`src/rtl/mem_arbiter.sv`:
```
// Shared single-port memory arbiter: fetch and data requesters take turns on one
// memory port, one access in flight. IDLE samples requests, BUSY drives the
// memory for MEM_LAT cycles, DONE pulses the owner's ack for one cycle.
module mem_arbiter #(
   parameter int unsigned INSTR_SIZE = 32,
   parameter int unsigned MEM_LAT    = 2
) (
   input  logic                  clk,
   input  logic                  reset_n,
   input  logic                  f_req,
   input  logic [INSTR_SIZE-1:0] f_addr,
   input  logic                  f_kill,
   output logic                  f_ack,
   output logic [INSTR_SIZE-1:0] f_rdata,
   input  logic                  d_req,
   input  logic                  d_wr,
   input  logic [INSTR_SIZE-1:0] d_addr,
   input  logic [INSTR_SIZE-1:0] d_wdata,
   output logic                  d_ack,
   output logic [INSTR_SIZE-1:0] d_rdata,
   output logic [INSTR_SIZE-1:0] mem_addr,
   output logic                  mem_rd_wr,
   output logic                  mem_op_en,
   output logic [INSTR_SIZE-1:0] mem_wr_data,
   input  logic [INSTR_SIZE-1:0] mem_rd_data
);

   // addi x0, x0, 0 -- fetch data seen before the first real fetch
   localparam logic [INSTR_SIZE-1:0] NOP_INSTR = INSTR_SIZE'(32'h0000_0013);
   localparam logic [3:0]            LAT_LOAD  = 4'(MEM_LAT - 1);
   localparam logic                  OWN_FETCH = 1'b0;
   localparam logic                  OWN_DATA  = 1'b1;

   typedef enum logic [1:0] {StIdle, StBusy, StDone} state_e;

   state_e                state_q, state_d;
   logic [3:0]            cnt_q, cnt_d;
   logic                  last_grant_q, last_grant_d;
   logic                  owner_q, owner_d;
   logic                  kill_q, kill_d;
   logic                  wr_q, wr_d;
   logic [INSTR_SIZE-1:0] addr_q, addr_d;
   logic [INSTR_SIZE-1:0] wdata_q, wdata_d;
   logic [INSTR_SIZE-1:0] f_rdata_q, f_rdata_d;
   logic [INSTR_SIZE-1:0] d_rdata_q, d_rdata_d;
   logic                  grant_data;

   // Next-state, grant decision and output decode
   always_comb begin
      state_d      = state_q;
      cnt_d        = cnt_q;
      last_grant_d = last_grant_q;
      owner_d      = owner_q;
      kill_d       = kill_q;
      wr_d         = wr_q;
      addr_d       = addr_q;
      wdata_d      = wdata_q;
      f_rdata_d    = f_rdata_q;
      d_rdata_d    = d_rdata_q;
      grant_data   = 1'b0;

      unique case (state_q)
         StIdle: begin
            kill_d = 1'b0;
            if (f_req || d_req) begin
               // On conflict the side not served last wins
               grant_data   = d_req && (!f_req || (last_grant_q == OWN_FETCH));
               owner_d      = grant_data;
               last_grant_d = grant_data;
               addr_d       = grant_data ? d_addr : f_addr;
               wr_d         = grant_data && d_wr;
               if (grant_data) begin
                  wdata_d = d_wdata;
               end
               cnt_d   = LAT_LOAD;
               state_d = StBusy;
            end
         end
         StBusy: begin
            if ((owner_q == OWN_FETCH) && f_kill) begin
               kill_d = 1'b1;
            end
            if (cnt_q == 4'd0) begin
               state_d = StDone;
               if (!wr_q) begin
                  if (owner_q == OWN_DATA) begin
                     d_rdata_d = mem_rd_data;
                  end else begin
                     f_rdata_d = mem_rd_data;
                  end
               end
            end else begin
               cnt_d = cnt_q - 4'd1;
            end
         end
         StDone: begin
            kill_d  = 1'b0;
            state_d = StIdle;
         end
         default: state_d = StIdle;
      endcase

      // A kill arriving in the DONE cycle itself still suppresses that ack
      f_ack       = (state_q == StDone) && (owner_q == OWN_FETCH) && !kill_q && !f_kill;
      d_ack       = (state_q == StDone) && (owner_q == OWN_DATA);
      mem_op_en   = (state_q == StBusy);
      mem_rd_wr   = (state_q == StBusy) && wr_q;
      mem_addr    = addr_q;
      mem_wr_data = wdata_q;
      f_rdata     = f_rdata_q;
      d_rdata     = d_rdata_q;
   end

   // State registers; reset abandons any access in flight
   always_ff @(posedge clk or negedge reset_n) begin
      if (!reset_n) begin
         state_q      <= StIdle;
         cnt_q        <= 4'd0;
         last_grant_q <= OWN_FETCH;
         owner_q      <= OWN_FETCH;
         kill_q       <= 1'b0;
         wr_q         <= 1'b0;
         addr_q       <= '0;
         wdata_q      <= '0;
         f_rdata_q    <= NOP_INSTR;
         d_rdata_q    <= '0;
      end else begin
         state_q      <= state_d;
         cnt_q        <= cnt_d;
         last_grant_q <= last_grant_d;
         owner_q      <= owner_d;
         kill_q       <= kill_d;
         wr_q         <= wr_d;
         addr_q       <= addr_d;
         wdata_q      <= wdata_d;
         f_rdata_q    <= f_rdata_d;
         d_rdata_q    <= d_rdata_d;
      end
   end

endmodule

```
`config.mk`:
```
export PLATFORM = sky130hd
export DESIGN_NAME = mem_arbiter
export DESIGN_NICKNAME = d
export VERILOG_FILES = /design/src/rtl/mem_arbiter.sv
export SDC_FILE = /design/constraint.sdc
export NUM_CORES = 1
export LEC_CHECK = 0
export ABC_AREA = 1
export CAP_MARGIN = 30
export CORE_MARGIN = 2
export CORE_UTILIZATION = 45
export DETAILED_ROUTE_END_ITERATION = 6
export GPL_TIMING_DRIVEN = 0
export PLACE_DENSITY = 0.94
export SYNTH_ARGS = -nofsm -noshare
export SYNTH_HDL_FRONTEND = slang
export SYNTH_SLANG_ARGS = --single-unit
```
`constraint.sdc`:
```
create_clock -name clk -period 2.4 [get_ports clk]
set_input_delay 0.48 -clock clk [delete_from_list [all_inputs] [get_ports clk]]
set_output_delay 0.48 -clock clk [all_outputs]
set_load 0.02 [all_outputs]
```
==> results.json, run 1 <==
{
  "final_area_um2": 9394,
  "cts.sinks": 137,
  "clkTransAtPathRegs_ps": 60,
  "numPlacedInstances": 1150,
  "synth_cells": 712,
  "leakage_uw": 0.004507,
  "drive_gt1_share_pct": 5.935,
  "clk_latency_ps": 420,
  "fmax_ghz": 0.4505,
  "cp_max_fo": 7,
  "die_x_um": 118.0,
  "reg2reg_from": "cnt_q[0]",
  "slew_headroom_pct": 67.16,
  "rsz0062_at_grt": "false",
  "finalMaxSlewViolations": 0,
  "placement.io_buffers": 265,
  "h-tree-depth": 4,
  "hold_start": "mem_wr_data[12]",
  "rows": 41,
  "drtAntennaViolNets": 0,
  "met2_usage_pct": 45.02,
  "wl_mm": 17.97,
  "coreArea_um2": 12670,
  "syn_area_um2": 5851,
  "drt_first_pass_iters": 6,
  "powerDensity_nw_per_um2": 1447,
  "synthTopCellsByArea": "dfrtp_1, nand2_1, o21ai_0, nand3_1, clkbuf_1",
  "fin_crit_sh_pct": 92.50,
  "arrival_ps": 1740,
  "met1_usage_pct": 30.95,
  "areaGrowthSynthToFinish_pct": 60.56,
  "io_pins": 266,
  "instances_no_fill": 1183,
  "syn_avg_cell_area_um2": 8.217,
  "crit_path_start": "state_q[1]",
  "syn-num-nets": 848,
  "ys_ff_latch": 137,
  "start_kind": "register",
  "overflow": 0,
  "crit_required_ps": 1920,
  "clockRootBuffer": "clkbuf_16",
  "placedInstanceArea_um2": 8747,
  "post-cts-setup-buffers": 0,
  "gp_congestion": 0.8614,
  "drt_iter0_markers": 513,
  "synth_top_cell_by_area": "dfrtp_1",
  "grt_pass1_vias": 5795,
  "period_needed_ps": 2220,
  "tritoncts": "built",
  "min_path_type": "register to register",
  "antenna_found_initial": 0,
  "hold_violations": 0,
  "post_drt_via_cell_ratio": 5.002,
  "yosysTopAreaCellShare_pct": 57.31,
  "finClkSkew_ps": 7.632,
  "fin_nets": 1134,
  "grt_util_met3_pct": 7.897,
  "drv_cap": 0,
  "die_h_um": 118.0,
  "die-area_um2": 13930,
  "final_core_util_pct": 74.14,
  "vias": 5917,
  "wl_per_cell_um": 15.19,
  "yosys_warnings": 0,
  "status": "finished clean",
  "tightest_slew_ps": 492.5,
  "top_usage_layer": "met2",
  "grt_max_degree": 99,
  "ys_seq_area_share_pct": 58.66,
  "track_usage_pct": 26.62,
  "numCtsBuffers": 17,
  "yosysUniqueCellTypes": 20,
  "initial_core_util_pct": 46.17,
  "cts_max_path_buffers": 2,
  "antennaDiodeCount": 0,
  "setup_violations": 0,
  "crit_type": "register to primary output",
  "drc_errors": 0,
  "end_kind": "primary output",
  "ir_worst_vdd_mv": 0.6100,
  "dp_hpwl_mm": 13.29,
  "grt_pass1_wl_mm": 29.23
}
## layout make-up
type / instances / area (um^2)
Timing Repair Buffer: 267 / 2693
Multi-Input combinational cell: 524 / 2160
Fill cell: 887 / 3277
Inverter: 10 / 37.54
Tap cell: 172 / 215.2
Clock buffer: 20 / 436.7
Sequential cell: 137 / 3432
Buffer: 41 / 221.5
Clock inverter: 12 / 198.9
## cell usage after synthesis (all sizes together)
master / instances
buf: 19
clkbuf: 22
clkinv: 1
dfrtp: 134
dfstp: 3
ha: 2
inv: 9
nand2: 399
nand3: 36
nand4: 1
nor2: 13
nor4: 1
o21ai: 71
xor2: 1
## cell families after synthesis
group                      after synthesis  synth area share [%]
xor gates and xnor gates                 1                0.1497
adders and majority gates                2                0.4276
and+or+nand+nor                        450                 30.20
AOI/OAI and AO/OA                       71                 6.138
DFF                                    137                 58.66
buffers and inverters                   51                 4.427
## power breakdown
part	internal, uW	leakage (uW)	switching (uW)	total [uW]
registers	3470	0.00168	605	4070
logic	2810	0.00253	3900	6710
clock network	1840	0.000296	968	2810
total	8110	0.00451	5480	13600
## stage by stage
stage               hold WS, ps  worst slack (ps)  TNS [ps]  total power (uW)
finish                    472.8             180.1         0             13590
global route              494.0             82.96         0             14430
CTS                       473.0             65.96         0             13680
detailed placement        406.0             101.3         0             10800
global placement          453.2             -4492   -608870             10560
floorplan                 184.4             761.3         0              7493
## flip-flops by register name, summed over array words and instances, names as in the netlist
register and cells:
mem_addr 32, d_rdata 32, wr_q 1, owner_q 1, cnt_q 4, kill_q 1
mem_wr_data 32, state_q 2, f_rdata 32
## layer usage
metal  part of all wire, %  vias to the layer above
met1                    39                     2808
met2                    50                      250
met5                     0                        -
met3                   7.3                       48
li1                      -                     2811
met4                   3.6                        0
## worst max-delay path: stages, from the launching register on
cell and delay [ps]:
dfrtp_1 420, nor2_4 220, clkdlybuf4s50_1 680
## cells in the final DEF (no fill, tap or decap), types with 2 or more instances in the layout
| master | synthesis | routed |
|---|---|---|
| inv_1 | 8 | 8 |
| clkdlybuf4s50_1 | 0 | 262 |
| nand2_1 | 398 | 398 |
| clkbuf_1 | 22 | 25 |
| ha_1 | 2 | 2 |
| clkbuf_16 | 0 | 17 |
| bufinv_16 | 0 | 5 |
| dfstp_2 | 3 | 3 |
| nor2_1 | 9 | 9 |
| clkinvlp_4 | 0 | 4 |
| buf_6 | 7 | 8 |
| nand3_1 | 36 | 36 |
| o21ai_0 | 70 | 70 |
| clkinv_2 | 0 | 2 |
| dfrtp_1 | 134 | 134 |
| nor2_4 | 3 | 3 |
| buf_2 | 12 | 12 |
## what timing repair did
action,in CTS,in global routing
gates cloned,0,0
gates resized for setup,1,1
endpoints found under the setup margin,1,1
hold endpoints to repair,39,0
hold buffers,1,0
## path summary, 6_finish.rpt
kind | slack [ps] | end | depth (start not counted)
worst max-delay path | 180 | mem_op_en | 2
worst min-delay path | 470 | mem_wr_data[12] | 2
worst max register to register | 580 | f_rdata[13] | 8
worst min register to register | 470 | mem_wr_data[12] | 2
max in group asynchronous | 1080 | mem_addr[23] | 3
min in group asynchronous | 520 | d_rdata[22] | 2
Note: power is estimated with default switching activity, not from simulation.
==> inputs of run 2 (changes only) <==
--- a/config.mk
+++ b/config.mk
@@ -5,7 +5,6 @@
 export SDC_FILE = /design/constraint.sdc
 export NUM_CORES = 1
 export LEC_CHECK = 0
-export ABC_AREA = 1
 export CAP_MARGIN = 30
 export CORE_MARGIN = 2
 export CORE_UTILIZATION = 45
==> run 2 against run 1 <==
  * First-iteration DRC count down 51%
  * Via count down 21%
  * Total power up 1.3%
  * Largest power group unchanged
==> results.json, run 2 <==
{
  "post_drt_via_cell_ratio": 5.172,
  "synthTopCellsByCount": "dfrtp_1, nand2_1, mux2_4",
  "rows": 41,
  "drc_errors": 0,
  "placement.io_buffers": 265,
  "worst_slack_ps": 131.4,
  "clkTransAtPathRegs_ps": 50,
  "die_h_um": 117.7,
  "synth_cells": 433,
  "crit_type": "register to primary output",
  "antenna_found_initial": 0,
  "min_path_type": "input pin to asynchronous set/reset pin",
  "synth-edff-count": 0,
  "fin_nets": 854,
  "vias": 4670,
  "synthTopCellsByArea": "dfrtp_1, mux2_4, mux2_1, nand2_1, a31oi_1",
  "end_kind": "primary output",
  "dp_hpwl_mm": 12.79,
  "arrival_ps": 1790,
  "synth_top_cell_by_area": "dfrtp_1",
  "ys_ff_latch": 137,
  "cts_max_path_buffers": 2,
  "mostFrequentLayoutCell": "clkdlybuf4s50_1",
  "drtAntennaViolNets": 0,
  "initial_core_util_pct": 46.12,
  "fillers": 844,
  "drv_cap": 0,
  "overflow": 0,
  "wl_mm": 17.06,
  "h-tree-depth": 4,
  "rsz0062_at_grt": "false",
  "start_kind": "register",
  "areaGrowthSynthToFinish_pct": 60.32,
  "syn_area_um2": 5821,
  "ir_worst_vdd_mv": 0.7547,
  "pre_cts_ws_ps": 37.71,
  "powerDensity_nw_per_um2": 1475,
  "numCtsBuffers": 17,
  "hold_violations": 0,
  "io_pins": 266,
  "setup_violations": 0,
  "drt_first_pass_iters": 5,
  "tightest_slew_ps": 627.1,
  "cp_max_fo": 6,
  "fmax_ghz": 0.4408,
  "crit_required_ps": 1920,
  "status": "finished clean",
  "synthFlopType": "dfrtp_1",
  "drt_iter0_markers": 251,
  "leakage_uw": 0.004134,
  "clk_latency_ps": 410,
  "multiInputGateArea_um2": 2206,
  "finClkSkew_ps": 7.925,
  "final_cell_mix": "clkdlybuf4s50_1, dfrtp_1, nand2_1, mux2_4, a21oi_1",
  "period_needed_ps": 2269,
  "grt_max_degree": 73,
  "tritoncts": "built",
  "cts.sinks": 137,
  "grt_pass1_wl_mm": 27.23,
  "syn-num-nets": 569,
  "drive_gt1_share_pct": 16.83,
  "track_usage_pct": 25.26,
  "fin_crit_sh_pct": 94.52,
  "syn_avg_cell_area_um2": 13.44,
  "yosys_warnings": 0,
  "yosysTopAreaCellShare_pct": 57.61,
  "gp_congestion": 0.8159,
  "yosysMostFrequentCell": "dfrtp_1",
  "power_uw": 13760,
  "grt_pass1_vias": 5017,
  "wl_per_cell_um": 18.90,
  "finalMaxSlewViolations": 0,
  "die-area_um2": 13860,
  "async_flop_share_pct": 100.0,
  "ys_seq_area_share_pct": 58.96,
  "post-cts-setup-buffers": 0,
  "coreArea_um2": 12620,
  "clockRootBuffer": "clkbuf_16",
  "die_x_um": 117.7,
  "slew_headroom_pct": 58.19,
  "tns_ps": 0,
  "antennaDiodeCount": 0,
  "seqCellArea_um2": 3432,
  "yosysUniqueCellTypes": 35
}
## run 2: critical path, stage by stage (launching register included)
cell and delay [ps]:
dfrtp_1 410, nor2b_1 160, buf_4 180, clkdlybuf4s50_1 640
## run 2: final cells by class
cell class	count	area share, %
buffer	28	1.757
inverter	5	0.2011
sequential	137	36.78
multi-input combinational	263	23.64
tap	172	2.306
timing repair buffer	266	28.73
clock buffer	24	5.055
clock inverter	8	1.529
## run 2: final timing paths
check / start / endpoint / slack [ps] / cells after the start
min reg2reg: mem_wr_data[0] / mem_wr_data[0] / 490 / 1
max: state_q[0] / mem_op_en / 130 / 3
max reg2reg: cnt_q[0] / f_rdata[8] / 450 / 6
min in group clk: mem_wr_data[0] / mem_wr_data[0] / 490 / 1
min: reset_n / mem_wr_data[20] / 60 / 1
max in group asynchronous: reset_n / f_rdata[0] / 1520 / 2
## run 2: layer usage
metal,GRT usage [%],up-vias,part of all wire (%)
met5,0,-,0
met4,11.07,0,2.9
met1,28.14,2309,38
met2,44.95,215,53
met3,7.122,41,6.3
li1,-,2105,-
## run 2: logic make-up (layout without fill, tap and decap cells)
family	count (synthesis)	count (layout)	share of synthesized area (%)
compound gates	78	78	7.825
buf+inv	33	331	3.139
flops	137	137	58.96
fa+ha+maj	2	2	0.4299
simple gates	86	86	7.030
mux	97	97	22.61
## run 2: report_power, final
group	switching, uW	internal [uW]	total (uW)
registers	742	3520	4270
logic	3210	3580	6790
clock network	916	1790	2700
total	4870	8890	13800
## run 2: what timing repair did
action / CTS / global route
gates cloned: 0 / 0
hold endpoints to repair: 0 / 0
setup endpoints to repair: 2 / 1
hold buffers: 0 / 0
resized for setup: 2 / 1
## run 2: metrics by stage
stage	cell area [um^2]	utilization, %	hold slack [ps]	cells
CTS	9329	73.92	79.98	903
global placement	8688	68.85	477.2	870
global route	9331	73.94	101.6	903
floorplan	5821	-	184.4	433
finish	9331	73.94	63.97	903
detailed placement	8717	69.08	482.1	871
==> inputs of run 3 (changes only) <==
--- a/config.mk
+++ b/config.mk
@@ -7,10 +7,13 @@
 export LEC_CHECK = 0
 export CAP_MARGIN = 30
 export CORE_MARGIN = 2
-export CORE_UTILIZATION = 45
+export CORE_UTILIZATION = 46
+export CTS_BUF_LIST = sky130_fd_sc_hd__clkbuf_2
+export CTS_CLUSTER_SIZE = 30
 export DETAILED_ROUTE_END_ITERATION = 6
 export GPL_TIMING_DRIVEN = 0
-export PLACE_DENSITY = 0.94
+export PLACE_DENSITY = 0.95
+export RECOVER_POWER = 50
 export SYNTH_ARGS = -nofsm -noshare
 export SYNTH_HDL_FRONTEND = slang
 export SYNTH_SLANG_ARGS = --single-unit
==> run 3 against run 2 <==
  * The flow now finishes with violations (capacitance limit, slew limit)
  * Fmax up 0.79%
  * Cell count up 0.22%
  * Core utilization shrank 2.0 points
  * Sequential cell count did not move
  * Clock skew rose by 23 ps
  * Worst setup slack improved by 18 ps
  * Final area shrank 3.9%
  * Die area shrank 2.1%
  * Combinational power is 1% lower
  * Critical path depth down 2
  * Hold slack gained 270 ps
  * First-iteration DRC count decreased by 6.4%
==> results.json, run 3 (synthesis results as in run 2) <==
{
  "status": "complete, but fails checks",
  "violations": "capacitance limit, slew limit",
  "drtAntennaViolNets": 0,
  "rows": 41,
  "placedInstanceArea_um2": 8717,
  "clockRootBuffer": "clkbuf_2",
  "numCtsBuffers": 17,
  "grt_pass1_wl_mm": 25.61,
  "timing.critical_path.buf_inv": 1,
  "cts.sinks": 137,
  "cpPeakStageDelay_ps": 640,
  "crit_path_start": "d_rdata[7]",
  "fin_nets": 855,
  "cts_max_path_buffers": 2,
  "drt_iter0_markers": 235,
  "numPlacedInstances": 871,
  "drt_first_pass_iters": 4,
  "io_pins": 266,
  "post-cts-setup-buffers": 0,
  "tightest_slew_ps": 1553,
  "setup_violations": 0,
  "wl_per_cell_um": 18.25,
  "post_drt_via_cell_ratio": 5.095,
  "min_path_type": "input pin to register",
  "reg2reg_from": "state_q[1]",
  "tns_ps": 0,
  "ir_worst_vdd_mv": 0.6914,
  "track_usage_pct": 24.87,
  "overflow": 0,
  "fmax_ghz": 0.4443,
  "wl_mm": 16.52,
  "cp_max_fo": 2,
  "drc_errors": 0,
  "path_cells": "clkdlybuf4s50_1",
  "drive_gt1_share_pct": 16.67,
  "rsz0062_at_grt": "false",
  "placement.io_buffers": 265,
  "slew_headroom_pct": -3.549,
  "instances_no_fill": 905,
  "cp_slowest_cell": "clkdlybuf4s50_1",
  "initial_core_util_pct": 46.69,
  "drv_cap": 1,
  "leakage_uw": 0.003964,
  "worstReg2RegEnd": "mem_addr[9]",
  "die-area_um2": 13570,
  "crit_type": "register to primary output",
  "fin_crit_sh_pct": 93.78,
  "final_core_util_pct": 71.97,
  "final_area_um2": 8971,
  "mostFrequentLayoutCell": "clkdlybuf4s50_1",
  "path_delay_family": "buffers and inverters",
  "grt_max_degree": 78,
  "tritoncts": "built",
  "dp_hpwl_mm": 12.52,
  "vias": 4611,
  "finalMaxSlewViolations": 61,
  "die_h_um": 116.5,
  "whs_path_depth": 3,
  "clkTransAtPathRegs_ps": 190,
  "arrival_ps": 1770,
  "gp_congestion": 0.7850,
  "coreArea_um2": 12470,
  "path_depth": 1,
  "start_kind": "register",
  "crit_required_ps": 1920,
  "crit_end": "d_rdata[7]",
  "powerDensity_nw_per_um2": 1401,
  "rr_worst_depth": 6,
  "antenna_found_initial": 1,
  "r2r_setup_slack_ps": 160,
  "h-tree-depth": 4,
  "end_kind": "primary output",
  "areaGrowthSynthToFinish_pct": 54.13,
  "final_cell_mix": "clkdlybuf4s50_1, dfrtp_1, nand2_1, mux2_4, a21oi_1",
  "hold_start": "f_addr[23]",
  "hold_violations": 0,
  "clk_latency_ps": 700,
  "die_x_um": 116.5,
  "finClkSkew_ps": 30.68,
  "period_needed_ps": 2251,
  "grt_pass1_vias": 5037
}
-- run 3: worst min path at each step --
stage | slack [ps] | endpoint
floorplan | 180 | cnt_q[0]
global placement | 470 | mem_wr_data[30]
detailed placement | 480 | mem_wr_data[5]
CTS | 240 | mem_wr_data[4]
global route | 260 | mem_addr[23]
finish | 330 | mem_addr[23]
-- run 3: layout make-up --
type,count,area [um^2]
multi-input cells,263,2171
well taps,172,215.2
repair buffers,267,2675
clock inverters,14,203.9
inverters,5,18.77
diodes,1,2.502
clock buffers,18,90.09
fillers,844,3495
flip-flops and latches,137,3435
plain buffers,28,160.2
-- run 3: where the power goes --
part	switching, uW	total (uW)	internal (uW)
Combinational	3160	6700	3530
Sequential	738	4240	3500
Clock	849	1630	783
Total	4750	12600	7810
-- run 3: repair_timing --
action                                  CTS  global route
endpoints found under the hold margin    59             0
endpoints found under the setup margin    7             4
hold buffers                              1             0
gates resized for setup                  17             7
pin swaps                                 0             0
-- run 3: metrics by stage --
stage / worst slack, ps / hold slack [ps] / total power (uW)
2_1_floorplan: 678.9 / 184.4 / 7832
3_3_place_gp: -4110 / 472.7 / 10750
3_5_place_dp: 44.13 / 482.1 / 11070
4_1_cts: 12.16 / 241.4 / 12690
5_1_grt: 18.15 / 258.5 / 13220
6_report: 149.3 / 329.0 / 12560
-- run 3: per-layer routing --
layer | vias up | GRT usage, % | part of all wire [%]
li1 | 2102 | - | -
met1 | 2270 | 27.68 | 37
met2 | 201 | 44.07 | 53
met3 | 38 | 7.213 | 7.2
met4 | 0 | 11.35 | 2.7
met5 | - | 0 | 0
